[src/rtl/inhibit_hold_bank.sv]
// rtl/inhibit_hold_bank.sv - multi-channel registered inhibit gate with per-channel hold stretch
//
// Purpose:
//   inh1[i] = en & in1[i] & ~blocked_i, registered. A channel is blocked while
//   in2[i] is high and for HOLD further cycles after in2[i] falls, so short
//   inhibit pulses still block reliably. Channels are fully independent.
//
// Optional feature (macro INHIBIT_STATS_EN):
//   defined   -> blk_cnt counts edges where any channel had in1=1 while blocked,
//                saturating at 2^STAT_W-1; stat_clr clears it.
//   undefined -> blk_cnt tied to 0, stat_clr ignored.
//
// Ports:
//   clk         in   1       rising-edge clock
//   rst         in   1       synchronous reset, active-high
//   en          in   1       output enable; masks inh1 only
//   in1         in   WIDTH   per-channel data/request
//   in2         in   WIDTH   per-channel inhibit
//   stat_clr    in   1       synchronous clear of blk_cnt
//   inh1        out  WIDTH   registered gated output
//   inh_active  out  WIDTH   registered channel-blocked flag
//   blk_cnt     out  STAT_W  saturating suppressed-cycle count

module inhibit_hold_bank #(
   parameter int WIDTH  = 4,
   parameter int HOLD   = 3,
   parameter int STAT_W = 8
) (
   input  logic              clk,
   input  logic              rst,
   input  logic              en,
   input  logic [WIDTH-1:0]  in1,
   input  logic [WIDTH-1:0]  in2,
   input  logic              stat_clr,
   output logic [WIDTH-1:0]  inh1,
   output logic [WIDTH-1:0]  inh_active,
   output logic [STAT_W-1:0] blk_cnt
);

   localparam int CNT_W = (HOLD < 2) ? 1 : $clog2(HOLD + 1);
   localparam logic [CNT_W-1:0] HOLD_V = CNT_W'(HOLD);

   logic [WIDTH-1:0][CNT_W-1:0] hcnt_q, hcnt_d;
   logic [WIDTH-1:0]            inh1_q, inh1_d;
   logic [WIDTH-1:0]            inh_active_q, inh_active_d;
   logic [WIDTH-1:0]            blocked;

   // blocked uses the pre-edge counter, so the hold window is in2 edge plus HOLD cycles.
   // A high in2 reloads the counter ahead of any decrement, which gives retriggering.
   always_comb begin
      hcnt_d  = hcnt_q;
      blocked = '0;
      for (int i = 0; i < WIDTH; i++) begin
         blocked[i] = in2[i] | (hcnt_q[i] != '0);
         if (in2[i]) begin
            hcnt_d[i] = HOLD_V;
         end else if (hcnt_q[i] != '0) begin
            hcnt_d[i] = hcnt_q[i] - CNT_W'(1);
         end
      end
      inh1_d       = {WIDTH{en}} & in1 & ~blocked;
      inh_active_d = blocked;
   end

   always_ff @(posedge clk) begin
      if (rst) begin
         hcnt_q       <= '0;
         inh1_q       <= '0;
         inh_active_q <= '0;
      end else begin
         hcnt_q       <= hcnt_d;
         inh1_q       <= inh1_d;
         inh_active_q <= inh_active_d;
      end
   end

   assign inh1       = inh1_q;
   assign inh_active = inh_active_q;

`ifdef INHIBIT_STATS_EN
   logic [STAT_W-1:0] blk_cnt_q, blk_cnt_d;

   always_comb begin
      blk_cnt_d = blk_cnt_q;
      if (stat_clr) begin
         blk_cnt_d = '0;
      end else if ((|(in1 & blocked)) && (blk_cnt_q != '1)) begin
         blk_cnt_d = blk_cnt_q + STAT_W'(1);
      end
   end

   always_ff @(posedge clk) begin
      if (rst) begin
         blk_cnt_q <= '0;
      end else begin
         blk_cnt_q <= blk_cnt_d;
      end
   end

   assign blk_cnt = blk_cnt_q;
`else
   logic unused_stat_clr;
   assign unused_stat_clr = stat_clr;
   assign blk_cnt         = '0;
`endif

endmodule
[config.mk]
export PLATFORM = sky130hd
export DESIGN_NAME = inhibit_hold_bank
export DESIGN_NICKNAME = d
export VERILOG_FILES = /design/src/rtl/inhibit_hold_bank.sv
export SDC_FILE = /design/constraint.sdc
export NUM_CORES = 1
export LEC_CHECK = 0
export CAP_MARGIN = 15
export CELL_PAD_IN_SITES_DETAIL_PLACEMENT = 1
export CELL_PAD_IN_SITES_GLOBAL_PLACEMENT = 1
export CORE_MARGIN = 5
export CORE_UTILIZATION = 30
export DETAILED_ROUTE_END_ITERATION = 6
export HOLD_SLACK_MARGIN = 0.05
export MAX_ROUTING_LAYER = met4
export PLACE_DENSITY_LB_ADDON = 0.1
export SETUP_SLACK_MARGIN = 0.3
export SYNTH_ARGS = -nofsm -noshare
export SYNTH_HDL_FRONTEND = slang
export SYNTH_SLANG_ARGS = --single-unit
[constraint.sdc]
create_clock -name clk -period 1.3 [get_ports clk]
set_clock_uncertainty 0.15 [all_clocks]
set_input_delay 0.13 -clock clk [delete_from_list [all_inputs] [get_ports clk]]
set_output_delay 0.13 -clock clk [all_outputs]
set_load 0.05 [all_outputs]
==> impl_results.rst, run 1 <==
.. list-table::
   :header-rows: 1

   * - Metric
     - Value
   * - Maximum frequency from static timing analysis
     - 914 MHz
   * - Remaining Overflow, GRT
     - 0
   * - Number of buffers on the longest clock path
     - 2
   * - Clock edge transition at the registers on the reported setup and hold paths
     - 90 ps
   * - Final antenna-violating net count
     - 0
   * - Floorplan Core Area
     - 2230 sq um
   * - Total clock buffers created by CTS
     - 3
   * - Overall power consumption
     - 0.00134 W
   * - H-tree levels
     - 1
   * - Post-route fraction of the period consumed by the critical path
     - 0.842
   * - Final setup slack of the worst path
     - 206 ps
   * - Dpl ws
     - 46.8 ps
   * - Number of instances in the synthesized netlist
     - 71
   * - Clock Latency Late Sink
     - 280 ps
   * - Power per unit of standard cell area
     - 1180 nW/um^2
   * - Weighted congestion at the end of routability-driven global placement
     - 0.607
   * - Leakage
     - 0.504 nW
   * - Detailed-route DRC error count
     - 0
   * - List of most frequent post-synthesis cells
     - sky130_fd_sc_hd__dfxtp_1 (16), sky130_fd_sc_hd__nor2_1 (12), sky130_fd_sc_hd__buf_4 (8), sky130_fd_sc_hd__inv_1 (8)
   * - Netlist cell types
     - 13
   * - First-pass GRT wire length
     - 2370 um
   * - Warnings, synthesis
     - 0
   * - Initial core utilization
     - 0.314
   * - Number of enable flip-flop cells after synthesis
     - 0
   * - Max-cap violation count
     - 0
   * - Global-route usage over all layers
     - 0.0970
   * - Detailed placer's ending HPWL
     - 1080 um
   * - Total detailed-routing wirelength
     - 1390 um
   * - Final TNS setup
     - 0 ps
   * - Fraction of the yosys area taken by sequential cells
     - 0.456
   * - CTS tree
     - done
   * - Status
     - completed
   * - Largest net degree at the start of global routing
     - 13
   * - Cell taking the most area after synthesis
     - sky130_fd_sc_hd__dfxtp_1
   * - Average footprint of a synthesized cell
     - 9.89 sq um
   * - Via count of the first global-routing pass
     - 541
   * - Area added between synthesis and finish
     - 62.6%
   * - Cell total after placement
     - 117
   * - Fraction of final layout cells sized beyond drive strength 1
     - 0.557
   * - Chip width
     - 58.4 um
   * - RSZ-0062 raised after global routing
     - yes
   * - Final-report hold violation count
     - 0
   * - Register bit total from synthesis
     - 16
   * - Die Ht
     - 58.4 um
   * - Root Buffer
     - sky130_fd_sc_hd__clkbuf_4
   * - Highest fanout seen on the critical path
     - 2
   * - Number of failing setup endpoints in the final timing report
     - 0
   * - Leading register cell type out of synthesis
     - sky130_fd_sc_hd__dfxtp_1
   * - Port-buffer cells
     - 18
   * - Required time at the endpoint of the critical path
     - 1330 ps
   * - Most instantiated library cell after synthesis
     - sky130_fd_sc_hd__dfxtp_1
   * - VDD IR max
     - 0.897 mV
   * - Post-Route Hold Slack
     - 298 ps
   * - Via-to-Cell Ratio
     - 4.10
   * - Worst hold path class
     - input pin to flop
   * - FP Rows
     - 17
   * - Post-synthesis cell area
     - 702 sq um
   * - Area share of the largest cell type after synthesis
     - 0.456
   * - Final Instance Count excl. Fillers
     - 125
   * - Drt pass-1 iters
     - 3
   * - Antenna diode instance count
     - 0
   * - Mean routed wirelength per cell
     - 11.1 um
   * - Nature of the critical path endpoint
     - flop
   * - Die area
     - 3410 sq um
   * - Time the final worst path needs with I/O delays and setup
     - 1090 ps
   * - NumNets Final
     - 114
   * - Vias
     - 512
   * - Data arrival time at the worst-slack endpoint
     - 1130 ps
   * - Antenna violations before repair
     - 0
   * - Number of top-level design ports
     - 28
   * - Async SR Flop Fraction
     - 0
   * - Number of violations reported at the end of detailed-routing iteration 0
     - 4
   * - Max Slew Vio Count
     - 0
   * - Type of the worst setup path
     - flop to flop
   * - Cell types with the largest area share after synthesis
     - sky130_fd_sc_hd__dfxtp_1 (46%), sky130_fd_sc_hd__buf_4 (8.6%), sky130_fd_sc_hd__ha_1 (7.1%)
   * - Setup crit start kind
     - flop
   * - Clock tree sinks
     - 16
-- worst paths after layout --
kind,start,end,slack (ps),depth (start not counted)
worst min-delay path,in1[1],inh1[1]$_SDFF_PP0_,300,2
worst max register to register,hcnt_q[6]$_SDFFE_PP0P_,hcnt_q[7]$_SDFFE_PP0P_,210,4
worst max-delay path,hcnt_q[6]$_SDFFE_PP0P_,hcnt_q[7]$_SDFFE_PP0P_,210,4
worst min register to register,hcnt_q[3]$_SDFFE_PP0P_,hcnt_q[3]$_SDFFE_PP0P_,480,3
-- metrics by stage --
| stage | utilization | cell area [sq um] |
|---|---|---|
| after floorplan | - | 798 |
| after global placement | 0.464 | 1040 |
| after detailed placement | 0.464 | 1040 |
| after CTS | 0.503 | 1120 |
| after global routing | 0.511 | 1140 |
| final | 0.511 | 1140 |
-- critical path: stages, from the launching register on --
cell	delay, ps
sky130_fd_sc_hd__dfxtp_2	350
sky130_fd_sc_hd__inv_2	50
sky130_fd_sc_hd__ha_4	240
sky130_fd_sc_hd__mux2i_1	50
sky130_fd_sc_hd__o21ba_1	160
-- per-layer routing --
metal  share of wire  track usage
met2            0.51        0.169
met3           0.081       0.0439
met5               0            -
met1            0.40       0.0961
met4          0.0086       0.0298
-- cell usage in the layout (no fill, tap or decap) --
cell type,count
sky130_fd_sc_hd__nor2_1,11
sky130_fd_sc_hd__nor2b_1,1
sky130_fd_sc_hd__buf_12,8
sky130_fd_sc_hd__o21ba_1,4
sky130_fd_sc_hd__clkbuf_4,3
sky130_fd_sc_hd__xnor2_1,4
sky130_fd_sc_hd__clkbuf_8,1
sky130_fd_sc_hd__and3_4,3
sky130_fd_sc_hd__dfxtp_2,16
sky130_fd_sc_hd__inv_2,8
sky130_fd_sc_hd__conb_1,8
sky130_fd_sc_hd__and3_1,1
sky130_fd_sc_hd__nor2b_4,4
sky130_fd_sc_hd__buf_4,6
sky130_fd_sc_hd__ha_4,4
sky130_fd_sc_hd__nor2_2,1
sky130_fd_sc_hd__mux2i_1,4
sky130_fd_sc_hd__clkdlybuf4s50_1,10
-- sequential cells by signal, indices dropped and copies added, names as in the netlist --
name	flops
inh1	4
inh_active	4
hcnt_q	8
-- where the power goes --
part           internal, W  total [W]  switching [W]  leakage [nW]
combinational     0.000229   0.000446       0.000217         0.346
clock             0.000170   0.000327       0.000156        0.0210
sequential        0.000543   0.000569      0.0000267         0.137
total             0.000941    0.00134       0.000400         0.504
-- cells by family after synthesis --
kind of cell | after synthesis | synth area share
buffers and inverters | 17 | 0.144
muxes | 4 | 0.0570
and+or+nand+nor | 21 | 0.159
xor gates and xnor gates | 4 | 0.0499
other | 1 | 0.00534
adders and majority gates | 4 | 0.0713
AOI/OAI and AO/OA | 4 | 0.0570
DFF | 16 | 0.456
-- repair_timing --
item,CTS,global route
hold buffers,0,0
pin swaps,8,1
setup endpoints to repair,21,24
gates resized for setup,13,5
setup buffers,4,0
-- cell type report --
class                      instances  area (sq um)
sequential                        16           340
multi-input combinational         45           394
fill                             247          1090
inverter                           8          30.0
timing repair buffer              24           305
tap                               28          35.0
clock buffer                       4          36.3
(Power assumes the default switching activity.)
==> inputs of run 2 (changes only) <==
--- a/config.mk
+++ b/config.mk
@@ -9,7 +9,7 @@
 export CELL_PAD_IN_SITES_DETAIL_PLACEMENT = 1
 export CELL_PAD_IN_SITES_GLOBAL_PLACEMENT = 1
 export CORE_MARGIN = 5
-export CORE_UTILIZATION = 30
+export CORE_UTILIZATION = 27
 export DETAILED_ROUTE_END_ITERATION = 6
 export HOLD_SLACK_MARGIN = 0.05
 export MAX_ROUTING_LAYER = met4
==> constraint.sdc (replaced) <==
create_clock -name clk -period 1 [get_ports clk]
set_clock_uncertainty 0.15 [all_clocks]
set_input_delay 0.1 -clock clk [delete_from_list [all_inputs] [get_ports clk]]
set_output_delay 0.1 -clock clk [all_outputs]
set_load 0.05 [all_outputs]
==> run 2 against run 1 <==
The run now ends with setup timing left. Non-clock buffer count is 2 higher. Critical path type unchanged. Sequential cell count stayed put. Clock power grew 6%. Maximum frequency fell by 0.96%.
==> impl_results.rst, run 2 (synthesized netlist as in run 1, its figures left out) <==
.. list-table::
   :header-rows: 1

   * - Metric
     - Value
   * - Status
     - finished with violations
   * - Violations in the final reports
     - setup timing
   * - Remaining Overflow, GRT
     - 0
   * - Initial core utilization
     - 0.283
   * - Number of buffers on the longest clock path
     - 2
   * - Time the final worst path needs with I/O delays and setup
     - 1100 ps
   * - Total detailed-routing wirelength
     - 1400 um
   * - Net switching power
     - 0.000526 W
   * - Vias
     - 535
   * - Worst hold path class
     - input pin to flop
   * - Register bank with the most flops
     - hcnt_q
   * - Max-cap violation count
     - 0
   * - Post-route fraction of the period consumed by the critical path
     - 1.10
   * - Reg2reg end
     - hcnt_q[3]$_SDFFE_PP0P_
   * - Sequential power share
     - 0.433
   * - VDD IR max
     - 0.765 mV
   * - Number of top-level design ports
     - 28
   * - Detailed placer's ending HPWL
     - 1150 um
   * - Cell breakdown of the critical path
     - inv_2 -> ha_4 -> mux2i_2 -> o21ba_1
   * - Highest fanout seen on the critical path
     - 2
   * - WHS Endpoint
     - inh1[0]$_SDFF_PP0_
   * - Clock edge transition at the registers on the reported setup and hold paths
     - 90 ps
   * - Global-route usage over all layers
     - 0.0892
   * - Gate power share
     - 0.361
   * - Final-report hold violation count
     - 0
   * - Drt pass-1 iters
     - 2
   * - Overall power consumption
     - 0.00168 W
   * - Final TNS setup
     - -1040 ps
   * - Clock Latency Late Sink
     - 280 ps
   * - Nature of the critical path endpoint
     - flop
   * - Antenna violations before repair
     - 0
   * - Setup crit start kind
     - flop
   * - FP Rows
     - 18
   * - Clock tree sinks
     - 16
   * - Final setup slack of the worst path
     - -105 ps
   * - Area added between synthesis and finish
     - 65.1%
   * - Detailed-route DRC error count
     - 0
   * - Crit path launch
     - hcnt_q[2]$_SDFFE_PP0P_
   * - Type of the worst setup path
     - flop to flop
   * - Hold-critical path depth
     - 2
   * - Startpoint of the worst hold path
     - in1[0]
   * - Mean routed wirelength per cell
     - 10.9 um
   * - Buffer and inverter count on the worst path
     - 1
   * - Port-buffer cells
     - 18
   * - Dpl ws
     - -297 ps
   * - RSZ-0062 raised after global routing
     - yes
   * - Die Ht
     - 61.0 um
   * - Leading cell types in the layout, fill and taps excluded
     - sky130_fd_sc_hd__nor2_1 (12), sky130_fd_sc_hd__clkdlybuf4s50_1 (10)
   * - Maximum frequency from static timing analysis
     - 905 MHz
   * - Share of total power consumed by net switching
     - 0.314
   * - First-pass GRT wire length
     - 2320 um
   * - Largest net degree at the start of global routing
     - 10
   * - Cell at the slowest stage of the critical path
     - sky130_fd_sc_hd__dfxtp_2
   * - Fill cell count
     - 283
   * - Clock share of power
     - 0.206
   * - Post-layout util
     - 0.468
   * - Antenna diode instance count
     - 0
   * - Post-Route Hold Slack
     - 262 ps
   * - Largest register FFs
     - 8
   * - Weighted congestion at the end of routability-driven global placement
     - 0.667
   * - H-tree levels
     - 1
   * - Via count of the first global-routing pass
     - 564
   * - CTS tree
     - done
   * - Max Slew Vio Count
     - 0
   * - Number of violations reported at the end of detailed-routing iteration 0
     - 4
   * - Leakage
     - 0.512 nW
   * - Reg2Reg Setup Slack
     - -100 ps
   * - Data arrival time at the worst-slack endpoint
     - 1140 ps
   * - Critical R2R Launch
     - hcnt_q[2]$_SDFFE_PP0P_
   * - Delay contributed by the slowest stage of the critical path
     - 350 ps
   * - Number of cells on the critical path
     - 4
   * - Final antenna-violating net count
     - 0
   * - Number of buffers inserted for hold repair after clock tree synthesis
     - 0
   * - Cell class contributing the biggest share of worst-path delay
     - flip-flops
   * - Number of failing setup endpoints in the final timing report
     - 20
   * - Internal cell power
     - 0.00115 W
   * - Power per unit of standard cell area
     - 1450 nW/um^2
   * - Chip width
     - 61.0 um
   * - Floorplan Core Area
     - 2480 sq um
   * - Fraction of final layout cells sized beyond drive strength 1
     - 0.525
   * - Required time at the endpoint of the critical path
     - 1040 ps
   * - Root Buffer
     - sky130_fd_sc_hd__clkbuf_4
   * - Depth of the most critical reg-to-reg path
     - 4
   * - NumNets Final
     - 116
   * - Total clock buffers created by CTS
     - 3
   * - Via-to-Cell Ratio
     - 4.15
   * - Commonest non-fill, non-tap cell in the layout
     - sky130_fd_sc_hd__nor2_1
   * - Die area
     - 3720 sq um
==> run 2: through the flow <==
stage,cells,area (sq um)
2_1_floorplan,78,833
3_3_place_gp,122,1100
3_5_place_dp,122,1100
4_1_cts,127,1130
5_1_grt,129,1160
6_report,129,1160
==> run 2: cell type report <==
class	instances	area, sq um	area share
clock inverter	1	3.75	0.00324
clock buffer	3	22.5	0.0194
multi-input combinational	45	385	0.333
tap	30	37.5	0.0324
inverter	8	30.0	0.0259
timing repair buffer	26	320	0.276
sequential	16	359	0.310
==> run 2: repair_timing <==
action                     4_1_cts  5_1_grt
pin swaps                        9        0
setup endpoints to repair       24       24
resized for setup                2        3
setup buffers                    1        2
==> run 2: power groups by stage <==
| stage | combinational [W] | clock, W | sequential (W) |
|---|---|---|---|
| 2_1_floorplan | 0.000348 | 0 | 0.000793 |
| 3_3_place_gp | 0.000562 | 0 | 0.000739 |
| 3_5_place_dp | 0.000576 | 0 | 0.000741 |
| 4_1_cts | 0.000585 | 0.000382 | 0.000727 |
| 5_1_grt | 0.000659 | 0.000398 | 0.000733 |
| 6_report | 0.000605 | 0.000346 | 0.000727 |
==> run 2: worst reg2reg max path, stage by stage, from the launching register on <==
cell,delay [ps]
sky130_fd_sc_hd__dfxtp_2,350
sky130_fd_sc_hd__inv_2,40
sky130_fd_sc_hd__ha_4,250
sky130_fd_sc_hd__mux2i_2,60
sky130_fd_sc_hd__o21ba_1,160
==> run 2: metal layers <==
metal | GRT usage | up-vias | part of all wire
met5 | - | - | 0
met2 | 0.156 | 19 | 0.48
met3 | 0.00638 | 2 | 0.079
met4 | 0.0743 | 0 | 0.019
met1 | 0.0894 | 250 | 0.42
li1 | - | 264 | -
==> run 2: how the worst max path moves through the flow <==
| stage | end | slack [ps] |
|---|---|---|
| CTS | hcnt_q[7]$_SDFFE_PP0P_ | -110 |
| global placement | inh1[1]$_SDFF_PP0_ | -260 |
| floorplan | hcnt_q[1]$_SDFFE_PP0P_ | -80 |
| detailed placement | inh1[3]$_SDFF_PP0_ | -300 |
| global route | hcnt_q[5]$_SDFFE_PP0P_ | -150 |
| finish | hcnt_q[3]$_SDFFE_PP0P_ | -100 |
